File: src/rtl/hop_seq_pkg.sv
// Shared types and defaults for the hop reset/launch sequencer.
//   state_t       : sequencer FSM states
//   *_DEF         : default hold, expected latency and timeout
//   clamp_gap()   : forces a zero release gap up to one cycle
package hop_seq_pkg;

  localparam int unsigned HOLD_CYC_DEF = 4;
  localparam int unsigned EXP_LAT_DEF  = 5;
  localparam int unsigned TMO_DEF      = 15;

  typedef enum logic [2:0] {
    IDLE    = 3'd0,
    ASSERT  = 3'd1,
    RELEASE = 3'd2,
    LAUNCH  = 3'd3,
    WAIT    = 3'd4,
    FIN     = 3'd5
  } state_t;

  // A gap of zero would never expire the down-counter; treat it as one.
  function automatic int unsigned clamp_gap(input int unsigned g);
    return (g == 0) ? 1 : g;
  endfunction

endpackage

File: src/rtl/hop_gap_timer.sv
// Loadable down-counter with a one-cycle expire flag.
//   clock0, rst1 : clock, async active-high reset
//   load, val    : load the counter with val (load wins over counting)
//   expire_c     : high during the last counted cycle (count == 1)
// Loading N makes expire_c high in the N-th cycle after the load edge.
module hop_gap_timer #(
  parameter int unsigned W = 4
) (
  input  logic         clock0,
  input  logic         rst1,
  input  logic         load,
  input  logic [W-1:0] val,
  output logic         expire_c
);

  logic [W-1:0] cnt;

  // Count down to zero and park there until reloaded.
  always_ff @(posedge clock0 or posedge rst1) begin
    if (rst1) begin
      cnt <= '0;
    end else if (load) begin
      cnt <= val;
    end else if (cnt != '0) begin
      cnt <= cnt - W'(1);
    end
  end

  assign expire_c = (cnt == W'(1));

endmodule

File: src/rtl/hop_rst_sequencer.sv
// Reset-release and launch sequencer for a multi-hop flop chain.
//   clock0, rst1 : clock, async active-high reset
//   go, gap      : run request (IDLE only) and release spacing (0 -> 1)
//   abort        : abandon the current run
//   chain_out    : last-stage output of the chain
//   stage_rst    : per-stage resets, bit NSTG-1 most downstream
//   start        : one-cycle launch pulse
//   busy, done   : run in progress / completion pulse
//   pass, lat    : result and measured latency, valid with done
module hop_rst_sequencer
  import hop_seq_pkg::*;
#(
  parameter int unsigned NSTG     = 3,
  parameter int unsigned HOLD_CYC = HOLD_CYC_DEF,
  parameter int unsigned GAP_W    = 4,
  parameter int unsigned EXP_LAT  = EXP_LAT_DEF,
  parameter int unsigned TMO      = TMO_DEF,
  parameter int unsigned CNT_W    = 5
) (
  input  logic             clock0,
  input  logic             rst1,
  input  logic             go,
  input  logic [GAP_W-1:0] gap,
  input  logic             abort,
  input  logic             chain_out,
  output logic [NSTG-1:0]  stage_rst,
  output logic             start,
  output logic             busy,
  output logic             done,
  output logic             pass,
  output logic [CNT_W-1:0] lat
);

  localparam int unsigned HOLD_W = $clog2(HOLD_CYC + 1);
  localparam int unsigned TMR_W  = (GAP_W > HOLD_W) ? GAP_W : HOLD_W;
  localparam int unsigned IDX_W  = (NSTG > 1) ? $clog2(NSTG) : 1;

  state_t             state, state_d;
  logic [NSTG-1:0]    stage_rst_d;
  logic               start_d, busy_d, done_d, pass_d;
  logic [CNT_W-1:0]   lat_d;
  logic [GAP_W-1:0]   gap_q, gap_q_d;
  logic [CNT_W-1:0]   cnt, cnt_d;
  logic [IDX_W-1:0]   idx, idx_d;
  logic               tmr_load_c;
  logic [TMR_W-1:0]   tmr_val_c;
  logic               tmr_expire_c;

  // Shared timer: HOLD_CYC in ASSERT, gap_q between releases.
  hop_gap_timer #(.W(TMR_W)) u_timer (
    .clock0   (clock0),
    .rst1     (rst1),
    .load     (tmr_load_c),
    .val      (tmr_val_c),
    .expire_c (tmr_expire_c)
  );

  // State and registered outputs.
  always_ff @(posedge clock0 or posedge rst1) begin
    if (rst1) begin
      state     <= IDLE;
      stage_rst <= '1;
      start     <= 1'b0;
      busy      <= 1'b0;
      done      <= 1'b0;
      pass      <= 1'b0;
      lat       <= '0;
      gap_q     <= GAP_W'(1);
      cnt       <= '0;
      idx       <= '0;
    end else begin
      state     <= state_d;
      stage_rst <= stage_rst_d;
      start     <= start_d;
      busy      <= busy_d;
      done      <= done_d;
      pass      <= pass_d;
      lat       <= lat_d;
      gap_q     <= gap_q_d;
      cnt       <= cnt_d;
      idx       <= idx_d;
    end
  end

  // Next-state and next-output logic; abort has priority in active states.
  always_comb begin
    state_d     = state;
    stage_rst_d = stage_rst;
    start_d     = 1'b0;
    busy_d      = busy;
    done_d      = 1'b0;
    pass_d      = pass;
    lat_d       = lat;
    gap_q_d     = gap_q;
    cnt_d       = cnt;
    idx_d       = idx;
    tmr_load_c  = 1'b0;
    tmr_val_c   = '0;

    unique case (state)
      IDLE: begin
        if (go) begin
          state_d     = ASSERT;
          gap_q_d     = GAP_W'(clamp_gap(32'(gap)));
          stage_rst_d = '1;
          busy_d      = 1'b1;
          pass_d      = 1'b0;
          lat_d       = '0;
          tmr_load_c  = 1'b1;
          tmr_val_c   = TMR_W'(HOLD_CYC);
        end
      end

      ASSERT: begin
        if (abort) begin
          state_d     = FIN;
          stage_rst_d = '1;
          pass_d      = 1'b0;
          lat_d       = '0;
          busy_d      = 1'b0;
          done_d      = 1'b1;
        end else if (tmr_expire_c) begin
          state_d    = RELEASE;
          idx_d      = IDX_W'(NSTG - 1);
          tmr_load_c = 1'b1;
          tmr_val_c  = TMR_W'(gap_q);
        end
      end

      RELEASE: begin
        if (abort) begin
          state_d     = FIN;
          stage_rst_d = '1;
          pass_d      = 1'b0;
          lat_d       = '0;
          busy_d      = 1'b0;
          done_d      = 1'b1;
        end else if (tmr_expire_c) begin
          stage_rst_d[idx] = 1'b0;
          if (idx == '0) begin
            // Launch lands in the cycle the last reset is seen released.
            state_d = LAUNCH;
            start_d = 1'b1;
            cnt_d   = '0;
          end else begin
            idx_d      = idx - IDX_W'(1);
            tmr_load_c = 1'b1;
            tmr_val_c  = TMR_W'(gap_q);
          end
        end
      end

      LAUNCH: begin
        if (abort || chain_out) begin
          // chain_out already high at launch means the chain was dirty.
          state_d = FIN;
          if (abort) begin
            stage_rst_d = '1;
          end
          pass_d = 1'b0;
          lat_d  = '0;
          busy_d = 1'b0;
          done_d = 1'b1;
        end else begin
          state_d = WAIT;
          cnt_d   = CNT_W'(1);
        end
      end

      WAIT: begin
        if (abort) begin
          state_d     = FIN;
          stage_rst_d = '1;
          pass_d      = 1'b0;
          lat_d       = '0;
          busy_d      = 1'b0;
          done_d      = 1'b1;
        end else if (chain_out) begin
          state_d = FIN;
          lat_d   = cnt;
          pass_d  = (cnt == CNT_W'(EXP_LAT));
          busy_d  = 1'b0;
          done_d  = 1'b1;
        end else if (cnt >= CNT_W'(TMO)) begin
          state_d = FIN;
          lat_d   = CNT_W'(TMO);
          pass_d  = 1'b0;
          busy_d  = 1'b0;
          done_d  = 1'b1;
        end else if (cnt != '1) begin
          cnt_d = cnt + CNT_W'(1);
        end
      end

      FIN: begin
        state_d = IDLE;
      end

      default: begin
        state_d = IDLE;
      end
    endcase
  end

endmodule

File: config.mk
export PLATFORM = sky130hd
export DESIGN_NAME = hop_rst_sequencer
export DESIGN_NICKNAME = d
export VERILOG_FILES = /design/src/rtl/hop_seq_pkg.sv /design/src/rtl/hop_gap_timer.sv /design/src/rtl/hop_rst_sequencer.sv
export SDC_FILE = /design/constraint.sdc
export NUM_CORES = 1
export LEC_CHECK = 0
export BUFFER_PORTS_ARGS = -buffer_cell sky130_fd_sc_hd__buf_2
export CORE_MARGIN = 4
export CORE_UTILIZATION = 50
export CTS_CLUSTER_DIAMETER = 50
export DETAILED_ROUTE_END_ITERATION = 12
export MAX_ROUTING_LAYER = met4
export PLACE_DENSITY = 0.73
export SYNTH_ARGS = -nofsm -noshare
export SYNTH_HDL_FRONTEND = slang
export SYNTH_SLANG_ARGS = --single-unit
File: constraint.sdc
create_clock -name clock0 -period 1.8 [get_ports clock0]
set_input_delay 0.18 -clock clock0 [delete_from_list [all_inputs] [get_ports clock0]]
set_output_delay 0.18 -clock clock0 [all_outputs]
set_load 0.02 [all_outputs]
* Word-level counts from Yosys, hierarchy flattened *
Index checks and enable logic that the tools add are counted.

storage, ports and cells
  bits in writable memories = 0
  register bits after elaboration = 30
  bits in read-only memories = 0
  bits in latches = 0
  memories = 0
  input port bits = 9

cells by class
  multipliers = 0
  shift operators = 0
  divide/modulo/power cells = 0
  multiplexer cells = 79
  reductions and logical operators = 19
  add/sub/neg operators = 3
  equality and inequality tests = 25
  bitwise logic cells = 2
  order comparisons = 3

operators with widths
  operator                                                                number
  5-bit two-way mux                                                       14
  3-bit two-way mux                                                       15
  4-bit two-way mux                                                       8
  1-bit two-way mux                                                       26
  2-bit != test (second input constant)                                   13
  5-bit case mux with 4 select lines                                      1
  3-bit case mux with 5 select lines                                      1
  5-bit case mux with 3 select lines                                      1
  3-bit case mux with 4 select lines                                      1
  4-bit case mux with 3 select lines                                      1
  4-bit nonzero test                                                      3
  2-bit two-way mux                                                       5
  5-bit AND reduction                                                     2
  3-bit != test (second input constant)                                   3
  9-bit AND reduction                                                     1
  1-bit case mux with 4 select lines                                      2
  3-bit by 2-bit == test with 1-bit output (second input constant)        2
  1-bit case mux with 3 select lines                                      2
  6-bit AND reduction                                                     1
  5-bit by 1-bit adder with 5-bit output (second input constant)          1
  5-bit by 3-bit == test with 1-bit output (second input constant)        1
  5-bit by 4-bit >= comparator with 1-bit output (second input constant)  1
  5-bit != test (second input constant)                                   1
  4-bit by 1-bit == test with 1-bit output (second input constant)        1
  22 further kinds                                                        24

* Longest topological paths before layout *
Gate-level depths: netlist (run 1).

  depth after elaboration = 9
  gate-level depth with buffers = 8

* By module *
Synthesis (run 1) repeated with hierarchy kept, for this count alone.

unflattened totals
  cell total of the unflattened synthesis = 180
  area total of the unflattened synthesis = 1,806.7 µm²

by module, submodules not included
  module             area an instance (µm²)  seq. area each (µm²)  cells each  times used
  hop_rst_sequencer  1,540.2                 655.6                 154         1
  hop_gap_timer      266.5                   100.1                 26          1

* Worst setup path before layout (run 1) *
Ideal clock, no wire load.

  path kind = register to register
  start point = register cnt[0] (netlist name)
  end point = register gap_q[1]
  arrival = 1,855 ps
  cell stages (with the launch flop) = 9
  setup time = 125 ps
  slack = -180 ps
  buffers on the path = 0
  cells stage by stage = dfrtp_1 ha_1 inv_1 nor3_1 ha_1 nor2_1 nand4b_2 o211ai_2 mux2_2

RTL lines
  item                  RTL line                 text
  end signal, assigned  hop_rst_sequencer.sv:79  gap_q <= gap_q_d;
  end, declared         hop_rst_sequencer.sv:42  logic [GAP_W-1:0] gap_q, gap_q_d;

==> results of run 1 <==
where the power goes:
part	internal [mW]	leakage (nW)	switching (mW)	total, mW
Sequential	0.974	0.367	0.256	1.23
Combinational	1.01	0.680	1.12	2.13
Clock	0.307	0.0472	0.264	0.570
kinds of logic (layout without fill, tap and decap cells):
group / count (synthesis) / in the layout / synth area share (%)
buf+inv: 25 / 71 / 6.69
flops: 30 / 30 / 41.2
simple gates: 54 / 54 / 17.2
fa+ha+maj: 10 / 10 / 6.83
mux: 10 / 10 / 5.94
xor+xnor: 3 / 3 / 1.43
compound gates: 52 / 52 / 20.7
stage by stage:
| step | worst slack [ps] | util, % | instance area, um^2 | TNS, ps | std cells |
|---|---|---|---|---|---|
| after floorplan | -6.14 | - | 1890 | -18.4 | 184 |
| after global placement | 0.636 | 61.9 | 2130 | 0 | 262 |
| after detailed placement | -46.5 | 61.9 | 2130 | -88.9 | 262 |
| after CTS | 6.99 | 65.6 | 2260 | 0 | 273 |
| after global routing | -52.4 | 68.9 | 2370 | -441 | 276 |
| final | 36.0 | 68.9 | 2370 | 0 | 276 |
what timing repair did:
item / CTS / global route
setup buffers: 2 / 3
hold buffers: 1 / 0
endpoints found under the hold margin: 26 / 0
pin swaps: 3 / 4
gates resized for setup: 2 / 21
gates cloned: 0 / 0
endpoints found under the setup margin: 8 / 21
flip-flops by register name, indices dropped and copies added (netlist names):
register / cells
lat: 5
cnt: 5
u_timer.cnt: 4
gap_q: 4
state: 3
stage_rst: 3
start: 1
busy: 1
pass: 1
done: 1
idx: 2
synthesized netlist by cell type, types with 2 or more instances:
cell | count | area, um^2
mux2_2 | 7 | 78.8
a22o_1 | 2 | 17.5
xnor2_1 | 2 | 17.5
buf_2 | 2 | 10.0
ha_1 | 10 | 125
nand2b_1 | 2 | 12.5
a41oi_1 | 2 | 17.5
nand2_1 | 8 | 30.0
dfstp_2 | 4 | 105
o21a_1 | 2 | 15.0
dfrtp_1 | 26 | 651
buf_6 | 3 | 33.8
nand4_1 | 4 | 25.0
nor2b_1 | 2 | 12.5
a32o_1 | 2 | 20.0
nor3b_1 | 2 | 15.0
a221oi_1 | 2 | 17.5
mux2i_1 | 3 | 30.0
inv_1 | 18 | 67.6
a211oi_1 | 2 | 15.0
a21boi_0 | 4 | 30.0
o21ai_0 | 10 | 50.1
nor3_1 | 5 | 25.0
a21oi_1 | 10 | 50.1
nand3_1 | 3 | 15.0
nor2_1 | 15 | 56.3
o22ai_1 | 2 | 12.5
worst paths after layout:
| path | cells past startpoint | from | end |
|---|---|---|---|
| min | 2 | gap[2] | gap_q[2] |
| min reg2reg | 2 | stage_rst[1] | stage_rst[1] |
| min in group asynchronous | 4 | rst1 | u_timer.cnt[3] |
| max in group asynchronous | 4 | rst1 | stage_rst[0] |
| max reg2reg | 8 | cnt[1] | gap_q[1] |
| max | 8 | cnt[1] | gap_q[1] |
final cells by class:
cell class | count | area [um^2] | area share (%)
Clock buffer | 6 | 82.6 | 3.48
Clock inverter | 2 | 12.5 | 0.527
Inverter | 18 | 67.6 | 2.85
Multi-Input combinational cell | 129 | 1100 | 46.3
Sequential cell | 30 | 759 | 32.0
Tap cell | 46 | 57.6 | 2.43
Timing Repair Buffer | 45 | 294 | 12.4
worst register-to-register path, cell delays in order (launching register included):
cell and delay, ps:
dfrtp_1 380, ha_2 200, inv_2 80, nor3_4 50
ha_4 170, nor2_4 120, nand4b_4 140, o211ai_4 190
mux2_4 330
layer usage:
metal | part of all wire, % | track usage [%] | vias to the layer above | wire length (um)
met5 | 0 | - | - | 0
met4 | 1.9 | 8.93 | 0 | 88
met3 | 5.0 | 5.51 | 10 | 229
met2 | 50 | 34.0 | 43 | 2260
met1 | 43 | 27.0 | 780 | 1960
li1 | - | - | 758 | -
==> results.cfg, run 1 <==
[critical_path]
cp-end-kind = flip-flop
rrSetupSlack_ps = 40
startpoint_type = flip-flop
path_cells = ha_2 > inv_2 > nor3_4 > ha_4 > nor2_4 > nand4b_4 > o211ai_4 > mux2_4
crit_type = reg2reg
cpMaxStageDelayCell = dfrtp_1
cpPeakStageDelay_ps = 380
cp_top_family = flip-flops
crit_fanout = 7
required_ps = 1980
path_buf_inv = 1
crit_arrival_ps = 1940

[drt]
vias_per_cell = 5.76
ant_nets = 0
routedWlPerCell_um = 16.4
drt_iter0_markers = 187
detailedRoute.firstPassIterationCount = 4
vias = 1591
routed_wl_mm = 4.54
drc = 0

[global_route]
grt_pass1_wl_mm = 7.26
grt_max_degree = 31
gr-total-overflow = 0
grt_pass1_vias = 1582
antenna_found_initial = 0
track_usage_pct = 21.8

[cts]
clkTransAtPathRegs_ps = 70
clock_latency_ps = 290
clockBufferDepth = 2
cts_tree = yes
htreeDepth = 2
cts-root-buf = clkbuf_8
cts.sinks = 30
cts_buffers = 5

[synth]
ys_ff_latch = 30
synth_fp_nets = 203
yosys_warnings = 0
synth_top_flop_cell = dfrtp_1
yosys.cell_types.count = 57
seq_area_frac_synth_pct = 41.2
synth_edf_count = 0
synth_area_per_cell_um2 = 9.96
synth-async-reset-ratio_pct = 100
synth_area_um2 = 1830
syn_inst = 184

[floorplan]
core_area_um2 = 3440
die_w_um = 68.5
dieArea_um2 = 4700
die_y_um = 68.5
start_util_pct = 53.3
row_count = 21
ioPinCount = 21

[timing]
hold_viol_final = 0
fin_worst_skew_ps = 6.10
fin_hold_ws_ps = 139
relSlewSlack_pct = 68.5
max_clock_freq_ghz = 0.567
finalSetupViolCount = 0
drv_slew = 0
tightest_slew_ps = 472
rsz0062_at_grt = yes
min_period_ps = 1760
finalCritPeriodShare_pct = 98.0

[placed_design]
dp_hpwl_mm = 3.17
place_congestion = 0.970
portBuffers = 20

[pwr]
p_total_mw = 3.93
p_leak_nw = 1.09
powerDensity_nw_per_um2 = 1660
irDropWorstVdd_uv = 861

[layout]
drive_above_1_share_pct = 40.9
fin_nets = 248
layout_common_cells = 23 x dfrtp_1, 23 x buf_4, 20 x buf_2
nFillCells = 267
area_growth_pct = 29.4
diodes = 0

[run_status]
status = completed

[min_path]
hold_class = in2reg

[flow_run]
max-cap-violations = 0
Note: power is estimated with default switching activity, not from simulation.
==> run 2, diff against run 1 <==
--- a/config.mk
+++ b/config.mk
@@ -12,6 +12,7 @@
 export DETAILED_ROUTE_END_ITERATION = 12
 export MAX_ROUTING_LAYER = met4
 export PLACE_DENSITY = 0.73
+export REMOVE_ABC_BUFFERS = 1
 export SYNTH_ARGS = -nofsm -noshare
 export SYNTH_HDL_FRONTEND = slang
 export SYNTH_SLANG_ARGS = --single-unit
==> run 2 against run 1 <==
- the flow now finishes with violations (negative setup slack)
- clock skew up 1.4 ps
- count of clock-buffer cells in the layout is 2 higher
- maximum frequency is 6.1% lower
- final cell count is 3.6% higher
- sequential share of layout area decreased by 1.5 points
- flip-flop and latch count stayed put
- first-iteration DRC count fell by 30%
- non-clock buffer count grew 9
- die area is the same
- global-route usage rose by 1.3 points
- critical path depth grew 1
- critical path type unchanged
- highest routed layer unchanged
==> results.cfg, run 2 (synthesized netlist as in run 1, its figures left out) <==
[run_status]
status = finished with violations
violations = negative setup slack

[timing]
hold_viol_final = 0
finalCritPeriodShare_pct = 104
drv_slew = 0
relSlewSlack_pct = 68.3
fin_tns_setup_ps = -666
max_clock_freq_ghz = 0.532
layout_setup_ws_ps = -79.2
tightest_slew_ps = 475
min_period_ps = 1880
fin_hold_ws_ps = 145
rsz0062_at_grt = yes
finalSetupViolCount = 14
fin_worst_skew_ps = 7.45

[cts]
clock_latency_ps = 290
clockBufferDepth = 2
clkTransAtPathRegs_ps = 70
htreeDepth = 2
cts.sinks = 30
cts_tree = yes
cts_buffers = 5
cts-root-buf = clkbuf_8

[pwr]
pwr-share-seq_pct = 29.1
clockPowerShare_pct = 15.4
powerDensity_nw_per_um2 = 1690
comb_power_share_pct = 55.4
switching_share_pct = 41.0
p_total_mw = 4.20
irDropWorstVdd_uv = 876
p_int_mw = 2.48
power.net_switching_mw = 1.72
p_leak_nw = 1.17

[placed_design]
dp_cells = 266
portBuffers = 20
place_congestion = 0.952
dp_hpwl_mm = 3.15
postPlaceCellArea_um2 = 2120

[drt]
vias = 1675
drc = 0
vias_per_cell = 5.86
drt_iter0_markers = 130
routedWlPerCell_um = 17.7
detailedRoute.firstPassIterationCount = 4
ant_nets = 0
routed_wl_mm = 5.07

[global_route]
track_usage_pct = 23.0
grt_pass1_wl_mm = 7.77
antenna_found_initial = 0
grt_max_degree = 31
grt_pass1_vias = 1672
gr-total-overflow = 0

[layout]
mostFrequentLayoutCell = buf_4
largestRegisters = cnt (5), lat (5)
diodes = 0
fin_nets = 258
seqCellArea_um2 = 758
layoutNonFillerInstCount = 286
area_growth_pct = 35.4
design_area_um2 = 2480
layout_common_cells = 30 x buf_4, 24 x dfrtp_1, 20 x buf_2
drive_above_1_share_pct = 43.3
nFillCells = 240
multi_input_area_um2 = 1110

[flow_run]
max-cap-violations = 0

[floorplan]
dieArea_um2 = 4700
ioPinCount = 21
die_w_um = 68.5
die_y_um = 68.5
core_area_um2 = 3440
row_count = 21
start_util_pct = 53.3

[critical_path]
cp-end-kind = flip-flop
startpoint_type = flip-flop
crit_arrival_ps = 2100
crit_fanout = 4
crit_type = reg2reg
required_ps = 2020

[min_path]
hold_class = in2reg
-- run 2: changes by cell type in the layout (fill, tap and decap cells not counted), moves of 2 or more --
cell      change
a221oi_2      -2
a221oi_1      +2
buf_4         +7
clkbuf_8      +2
-- run 2: final timing paths --
check | slack [ps] | to | startpoint | cells after the start
setup / recovery | -80 | cnt[2] | cnt[1] | 9
hold / removal | 140 | gap_q[2] | gap[2] | 2
setup reg to reg | -80 | cnt[2] | cnt[1] | 9
hold reg to reg | 490 | stage_rst[1] | stage_rst[1] | 2
max in group asynchronous | 980 | stage_rst[1] | rst1 | 4
min in group asynchronous | 500 | done | rst1 | 4
-- run 2: metal layers --
| metal | vias to the layer above | track usage, % | share of wire (%) |
|---|---|---|---|
| met4 | 0 | 9.18 | 3.9 |
| li1 | 780 | - | - |
| met1 | 812 | 28.1 | 42 |
| met5 | - | - | 0 |
| met2 | 63 | 37.3 | 49 |
| met3 | 20 | 4.70 | 5.3 |
-- run 2: repair_timing --
action / CTS / global route
gates cloned: 0 / 1
hold endpoints to repair: 26 / 0
resized for setup: 20 / 18
pin swaps: 8 / 8
setup buffers: 6 / 4
setup endpoints to repair: 17 / 25
hold buffers: 1 / 0
-- run 2: worst max-delay path, stage by stage (launching register included) --
cell	delay [ps]
dfrtp_1	400
ha_2	200
inv_2	80
nor3_2	50
ha_2	200
nor2_4	150
buf_6	140
nand4_1	210
o21a_1	260
a21oi_2	120
-- run 2: through the flow --
stage               utilization [%]  setup WS, ps
floorplan                         -          -180
global placement               61.6         -19.5
detailed placement             61.6          -149
CTS                            69.0          2.52
global route                   72.1          -167
finish                         72.1         -79.2
-- run 2: cell type report --
type	count	share of cell area (%)
Clock buffer	8	4.44
Sequential cell	30	30.5
Multi-Input combinational cell	130	44.8
Timing Repair Buffer	54	15.2
Tap cell	46	2.32
Inverter	18	2.72
-- run 2: power groups by stage --
stage	sequential (mW)	combinational, mW	clock [mW]
global placement	1.18	1.80	0
global route	1.26	2.53	0.674
floorplan	1.29	1.06	0
finish	1.22	2.33	0.648
CTS	1.20	2.03	0.657
detailed placement	1.20	1.87	0
